**config.mk**
```make
export PLATFORM = sky130hd
export DESIGN_NAME = next_pc_unit
export DESIGN_NICKNAME = d
export VERILOG_FILES = /design/src/rtl/next_pc_unit_pkg.sv /design/src/rtl/next_pc_unit_bht.sv /design/src/rtl/next_pc_unit.sv
export SDC_FILE = /design/constraint.sdc
export NUM_CORES = 1
export LEC_CHECK = 0
export CAP_MARGIN = 20
export CORE_UTILIZATION = 40
export DETAILED_ROUTE_END_ITERATION = 6
export SYNTH_ARGS = -nofsm -noshare
export SYNTH_HDL_FRONTEND = slang
export SYNTH_HIERARCHICAL = 1
export SYNTH_SLANG_ARGS = --single-unit
```
**constraint.sdc**
```tcl
create_clock -name clk -period 5.7 [get_ports clk]
set_input_delay 1.71 -clock clk [delete_from_list [all_inputs] [get_ports clk]]
set_output_delay 1.71 -clock clk [all_outputs]
set_load 0.05 [all_outputs]
```
**src/rtl/next_pc_unit_pkg.sv**
```systemverilog
// Shared constants and the saturating counter step for the next-PC stage.
package next_pc_unit_pkg;

    localparam logic [31:0] DEFAULT_RESET_PC = 32'h0000_0000;
    localparam logic [1:0]  CTR_INIT         = 2'b01;

    // Two-bit bimodal counter step, saturating at 0 and 3.
    function automatic logic [1:0] ctr_next(input logic [1:0] ctr, input logic taken);
        logic [1:0] nxt;
        nxt = ctr;
        if (taken) begin
            if (ctr != 2'b11) nxt = ctr + 2'b01;
        end else begin
            if (ctr != 2'b00) nxt = ctr - 2'b01;
        end
        return nxt;
    endfunction

endpackage

```
**src/rtl/next_pc_unit_bht.sv**
```systemverilog
// Bimodal branch history table: array of 2-bit counters, weakly not-taken on reset.
// Latency: combinational read, update lands on the next rising edge.
// Backpressure: none; updates are accepted every cycle regardless of stall.
module next_pc_unit_bht
    import next_pc_unit_pkg::*;
#(
    parameter int ENTRIES = 16,
    parameter int IDXW    = $clog2(ENTRIES)
) (
    input  logic            clk,
    input  logic            rst,
    input  logic [IDXW-1:0] rd_idx,
    output logic            rd_taken,
    input  logic            wr_en,
    input  logic [IDXW-1:0] wr_idx,
    input  logic            wr_taken
);

    logic [1:0] ctr [ENTRIES];

    // Read sees the pre-update value when it collides with a same-cycle write.
    assign rd_taken = ctr[rd_idx][1];

    always_ff @(posedge clk) begin
        if (rst) begin
            for (int i = 0; i < ENTRIES; i++) begin
                ctr[i] <= CTR_INIT;
            end
        end else if (wr_en) begin
            ctr[wr_idx] <= ctr_next(ctr[wr_idx], wr_taken);
        end
    end

endmodule

```
**src/rtl/next_pc_unit.sv**
```systemverilog
// Fetch PC register, ID-stage branch prediction and EX-stage redirect resolution.
// Latency: redirect/flush decided combinationally, pc loads the target on the next edge.
// Backpressure: stall holds pc and defers an ID redirect; an EX redirect overrides stall.
module next_pc_unit
    import next_pc_unit_pkg::*;
#(
    parameter int               WIDTH       = 32,
    parameter int               BHT_ENTRIES = 16,
    parameter logic [WIDTH-1:0] RESET_PC    = WIDTH'(DEFAULT_RESET_PC)
) (
    input  logic             clk,
    input  logic             rst,
    input  logic             stall,
    output logic [WIDTH-1:0] pc,
    input  logic             id_valid,
    input  logic [WIDTH-1:0] id_pc,
    input  logic             id_is_branch,
    input  logic             id_is_jal,
    input  logic [WIDTH-1:0] id_imm,
    output logic             id_pred_taken,
    input  logic             ex_valid,
    input  logic             ex_is_branch,
    input  logic             ex_is_jalr,
    input  logic [WIDTH-1:0] ex_pc,
    input  logic [WIDTH-1:0] ex_imm,
    input  logic [WIDTH-1:0] ex_rs1,
    input  logic             ex_pred_taken,
    input  logic             comp,
    output logic             flush_if,
    output logic             flush_id,
    output logic             misalign
);

    localparam int IDXW = $clog2(BHT_ENTRIES);

    logic             bht_taken;
    logic             id_redirect;
    logic             ex_redirect;
    logic             ex_mispredict;
    logic             ex_jalr_hit;
    logic [WIDTH-1:0] id_target;
    logic [WIDTH-1:0] ex_target;
    logic [WIDTH-1:0] jalr_sum;
    logic [WIDTH-1:0] pc_nxt;
    logic             misalign_nxt;

    next_pc_unit_bht #(
        .ENTRIES (BHT_ENTRIES),
        .IDXW    (IDXW)
    ) u_bht (
        .clk      (clk),
        .rst      (rst),
        .rd_idx   (id_pc[IDXW+1:2]),
        .rd_taken (bht_taken),
        .wr_en    (ex_valid & ex_is_branch),
        .wr_idx   (ex_pc[IDXW+1:2]),
        .wr_taken (comp)
    );

    assign id_pred_taken = id_valid & id_is_branch & bht_taken;
    assign id_target     = id_pc + id_imm;
    assign id_redirect   = ~rst & id_valid & ~stall & (id_is_jal | id_pred_taken);

    assign ex_mispredict = ex_valid & ex_is_branch & (comp != ex_pred_taken);
    assign ex_jalr_hit   = ex_valid & ex_is_jalr;
    assign ex_redirect   = ~rst & (ex_mispredict | ex_jalr_hit);
    assign jalr_sum      = ex_rs1 + ex_imm;

    always_comb begin
        ex_target = ex_pc + WIDTH'(4);
        if (ex_jalr_hit) begin
            ex_target = {jalr_sum[WIDTH-1:1], 1'b0};
        end else if (comp) begin
            ex_target = ex_pc + ex_imm;
        end
    end

    assign flush_if = ex_redirect | id_redirect;
    assign flush_id = ex_redirect;

    // EX redirect shadows a simultaneous ID redirect; misalign follows whichever target loads.
    always_comb begin
        pc_nxt       = pc + WIDTH'(4);
        misalign_nxt = 1'b0;
        if (ex_redirect) begin
            pc_nxt       = ex_target;
            misalign_nxt = (ex_target[1:0] != 2'b00);
        end else if (id_redirect) begin
            pc_nxt       = id_target;
            misalign_nxt = (id_target[1:0] != 2'b00);
        end else if (stall) begin
            pc_nxt = pc;
        end
    end

    always_ff @(posedge clk) begin
        if (rst) begin
            pc       <= RESET_PC;
            misalign <= 1'b0;
        end else begin
            pc       <= pc_nxt;
            misalign <= misalign_nxt;
        end
    end

endmodule

```
==> flow_summary.rst <==
.. list-table::
   :header-rows: 1

   * - Metric
     - Value
   * - Buffers and inverters on the worst path
     - 3
   * - Clock group share of total power
     - 24.7%
   * - Number of fill cells
     - 2534
   * - Compound-cell area share of the yosys netlist
     - 29.0%
   * - Delay of the slowest cell on the worst path
     - 0.53 ns
   * - Number of library cell types mapped by synthesis
     - 91
   * - Final-stage net count
     - 1799
   * - Family of cells with the greatest summed delay on the critical path
     - multiplexers
   * - Kind of end point of the critical path
     - output pin
   * - Hold-fix buffer count after cts
     - 0
   * - Classification of the worst-slack hold path
     - register to register
   * - Leading cell types by count after synthesis
     - sky130_fd_sc_hd__nand2_1 (137), sky130_fd_sc_hd__a21oi_1 (134), sky130_fd_sc_hd__nor2_1 (119), sky130_fd_sc_hd__ha_1 (94), sky130_fd_sc_hd__o21ai_0 (75)
   * - Non-filler cells, final
     - 1866
   * - GRT Residual Overflow
     - 0
   * - Combinational family with the most area after synthesis
     - compound AO/OA/AOI/OAI gates
   * - Cell Area, Synth
     - 10200 µm²
   * - Number of cells traversed by the worst hold path
     - 2
   * - Wire length of the first global-routing pass
     - 57300 µm
   * - Ordered list of cells on the worst path
     - clkdlybuf4s50_1 -> buf_6 -> mux4_2 -> mux4_2 -> a21oi_2 -> or4b_4 -> nand2_2 -> buf_6
   * - Placed cell count
     - 1848
   * - Starting utilization of the core area
     - 40.6%
   * - Total number of clock tree sinks
     - 65
   * - Most used flip-flop cell after synthesis
     - sky130_fd_sc_hd__dfxtp_1
   * - Post-synthesis simple-gate area fraction
     - 24.8%
   * - Flip-flop and latch count after synthesis
     - 65
   * - Cell row count
     - 58
   * - Root Buffer
     - sky130_fd_sc_hd__clkbuf_16
   * - Synth area leader
     - sky130_fd_sc_hd__ha_1
   * - Summed area of non-filler cells in the final layout
     - 12900 µm²
   * - Proportion of register bits with asynchronous set or reset after synthesis
     - 0%
   * - Final cycle utilization of the critical path
     - 98.8%
   * - Maximum clock skew at final layout
     - 0.0124 ns
   * - Fraction of the mapped netlist area in adder cells
     - 12.4%
   * - Max transition margin
     - 51.7%
   * - Placed instance area
     - 12600 µm²
   * - Clock tree from TritonCTS
     - done
   * - Reg2Reg Depth
     - 10
   * - Dominant cell by count in the synthesized netlist
     - sky130_fd_sc_hd__nand2_1
   * - Number of max-slew violations in the final report
     - 0
   * - Clock H-tree levels
     - 3
   * - Number of synthesized flops with an enable pin
     - 32
   * - Setup slack, reg-to-reg
     - 2.53 ns
   * - Fmax
     - 178 MHz
   * - Clock input transition at the sequential cells of the worst setup and hold paths
     - 0.06 ns
   * - Overall global routing resource usage
     - 28.0%
   * - Final Hold Fails
     - 0
   * - Core Region
     - 25000 µm²
   * - Quantity of I/O buffers inserted on ports
     - 206
   * - Post-synthesis xor/xnor area fraction
     - 9.38%
   * - Post-layout minimum cycle time
     - 5.63 ns
   * - Wire length per cell after detailed routing
     - 19.9 µm
   * - Slew at the pin closest to its max-slew limit
     - 0.721 ns
   * - Top cells by area in the synthesized netlist
     - sky130_fd_sc_hd__ha_1 (12%), sky130_fd_sc_hd__edfxtp_1 (9.4%), sky130_fd_sc_hd__a21oi_1 (6.6%), sky130_fd_sc_hd__dfxtp_1 (6.5%), sky130_fd_sc_hd__xnor2_1 (5.9%)
   * - Crit Path Class
     - input pin to output pin
   * - Startpoint type of the worst setup path
     - input pin
   * - Source-to-sink clock delay at the later pin of the worst-skew pair
     - 0.34 ns
   * - Mean number of vias per cell
     - 5.98
   * - CP Data Arrival Time
     - 3.92 ns
   * - Number of buffers between clock root and the deepest sink
     - 2
   * - Vias in the first global route
     - 10343
   * - Number of diodes
     - 0
   * - CTS Buf Count
     - 9
   * - DRC
     - 0
   * - LEAKAGE
     - 5.05 nW
   * - Largest net degree at the start of global routing
     - 46
   * - Required @ worst endpoint
     - 3.99 ns
   * - Wirelength, routed
     - 37200 µm
   * - Vias post-DR
     - 11154
   * - Die width
     - 162 µm
   * - Outcome
     - completed
   * - Net Switching
     - 0.984 mW
   * - Largest driver fanout on the critical path
     - 5
   * - Synthesized area divided by synthesized cell count
     - 7.54 µm²
   * - Maximum Capacitance Violations
     - 0
   * - Finish-stage setup viols
     - 0
   * - Internal Pwr Total
     - 1.36 mW
   * - DR iter-0 viols
     - 822
   * - Highest ir drop seen on vdd
     - 126 µV
   * - Post-synthesis sequential area ratio
     - 15.9%
   * - Setup Slack @ Placement
     - -0.0386 ns
   * - Antenna violations before repair
     - 0
   * - Switching power share of the total
     - 42.0%
   * - Net Count, Synth
     - 1618
   * - Global placer's final weighted congestion
     - 0.912
   * - Share of power burned in combinational logic
     - 51.1%
   * - Area of the die
     - 26100 µm²
   * - Power density over the cells
     - 182 nW/µm²
   * - Slowest-stage cell, CP
     - sky130_fd_sc_hd__mux4_2
   * - Share of layout cells above drive strength 1
     - 6.05%
   * - Core utilization of the finished layout
     - 51.6%
   * - Area share of the leading cell type in the synthesized netlist
     - 11.6%
   * - Overall power consumption
     - 2.34 mW
   * - Placed wire-length estimate
     - 30700 µm
   * - Number of cells produced by synthesis
     - 1350
   * - Count of yosys warnings during synthesis
     - 6
   * - Multiplexer fraction of the synthesized cell area
     - 4.67%
   * - Worst path depth
     - 8
   * - Syn-to-layout area delta
     - 26.9%
   * - Drt pass-1 iters
     - 5
   * - Vert. Die Dim
     - 162 µm
   * - Boundary pin count
     - 207
   * - Post-DRT Antenna Nets
     - 0
   * - Final Worst Setup Slack
     - 0.0702 ns
   * - Sequential cell fraction of total power
     - 24.2%
[metal layers]
| metal | track usage [%] | vias to the layer above | share of wire (%) |
|---|---|---|---|
| li1 | - | 5472 | - |
| met1 | 40.1 | 5279 | 47 |
| met2 | 45.6 | 379 | 45 |
| met3 | 3.21 | 24 | 6.4 |
| met4 | 4.33 | 0 | 1.0 |
| met5 | 0 | - | 0 |
[cell type report]
cell class / instances / area, µm² / area share, %
timing repair buffer: 235 / 2290 / 17.7
clock buffer: 11 / 264 / 2.04
multi-input combinational: 1193 / 8180 / 63.4
inverter: 27 / 101 / 0.785
tap: 330 / 413 / 3.20
sequential: 65 / 1620 / 12.6
clock inverter: 5 / 42.5 / 0.329
[metrics by stage]
step,TNS [ns],hold WS (ns)
after detailed placement,-0.0386,0.491
after global placement,-0.0425,0.486
after CTS,0,0.504
final,0,0.494
after global routing,-0.00426,0.521
after floorplan,0,0.694
[cell usage in the layout (no fill, tap or decap), types with 5 or more instances in the layout]
cell	count
sky130_fd_sc_hd__o21bai_1	7
sky130_fd_sc_hd__a211o_1	5
sky130_fd_sc_hd__nor3_1	37
sky130_fd_sc_hd__buf_4	29
sky130_fd_sc_hd__o221ai_1	12
sky130_fd_sc_hd__a21oi_1	133
sky130_fd_sc_hd__mux4_2	8
sky130_fd_sc_hd__nand4_1	26
sky130_fd_sc_hd__a21boi_0	7
sky130_fd_sc_hd__a31oi_1	24
sky130_fd_sc_hd__and2_1	10
sky130_fd_sc_hd__o22ai_1	6
sky130_fd_sc_hd__inv_1	26
sky130_fd_sc_hd__a211oi_1	22
sky130_fd_sc_hd__and3_1	30
sky130_fd_sc_hd__mux2i_1	13
sky130_fd_sc_hd__nand2b_1	19
sky130_fd_sc_hd__a221oi_1	12
sky130_fd_sc_hd__a21o_1	59
sky130_fd_sc_hd__or3_1	11
sky130_fd_sc_hd__o21a_1	9
sky130_fd_sc_hd__xnor2_1	69
sky130_fd_sc_hd__or2_2	7
sky130_fd_sc_hd__nand2_1	136
sky130_fd_sc_hd__edfxtp_1	32
sky130_fd_sc_hd__nand3_1	65
sky130_fd_sc_hd__nor2_1	119
sky130_fd_sc_hd__mux4_1	5
sky130_fd_sc_hd__xor2_1	40
sky130_fd_sc_hd__ha_1	94
sky130_fd_sc_hd__o31ai_1	6
sky130_fd_sc_hd__o21ai_0	75
sky130_fd_sc_hd__dfxtp_1	33
sky130_fd_sc_hd__nand3b_1	6
sky130_fd_sc_hd__nor2b_1	12
sky130_fd_sc_hd__clkbuf_16	10
sky130_fd_sc_hd__o211ai_1	20
sky130_fd_sc_hd__and4_1	8
sky130_fd_sc_hd__clkdlybuf4s50_1	202
sky130_fd_sc_hd__a311oi_1	5
[logic make-up after synthesis]
group / Yosys count
xor gates and xnor gates: 109
muxes: 29
DFF: 65
adders and majority gates: 99
buffers and inverters: 92
and+or+nand+nor: 508
AOI/OAI and AO/OA: 448
[sequential cells by signal, indices dropped and copies added (netlist names)]
signal	count
misalign	1
pc	32
u_bht/ctr	32
[final timing paths]
kind               startpoint       end
max                  id_pc[2]  flush_if
min                     pc[1]     pc[1]
min reg2reg             pc[1]     pc[1]
max reg2reg  u_bht/ctr[15][1]    pc[30]
[worst reg2reg max path: cells and delay by family, from the launching register on]
family          cells  cell delay [ns]
flops               1             0.45
buf+inv             1             0.30
simple gates        2             0.42
mux                 2             1.03
compound gates      5             0.84
[repair_timing]
item	4_1_cts	5_1_grt
resized for setup	2	2
buffers inserted	0	1
pin swaps	0	1
endpoints found under the setup margin	1	1
[power by group through the flow]
stage | combinational [mW] | sequential, mW | clock, mW
2_1_floorplan | 0.673 | 0.645 | 0
4_1_cts | 1.19 | 0.566 | 0.579
5_1_grt | 1.29 | 0.571 | 0.601
3_3_place_gp | 1.18 | 0.575 | 0
6_report | 1.20 | 0.567 | 0.579
3_5_place_dp | 1.18 | 0.576 | 0
(Power assumes the default switching activity.)
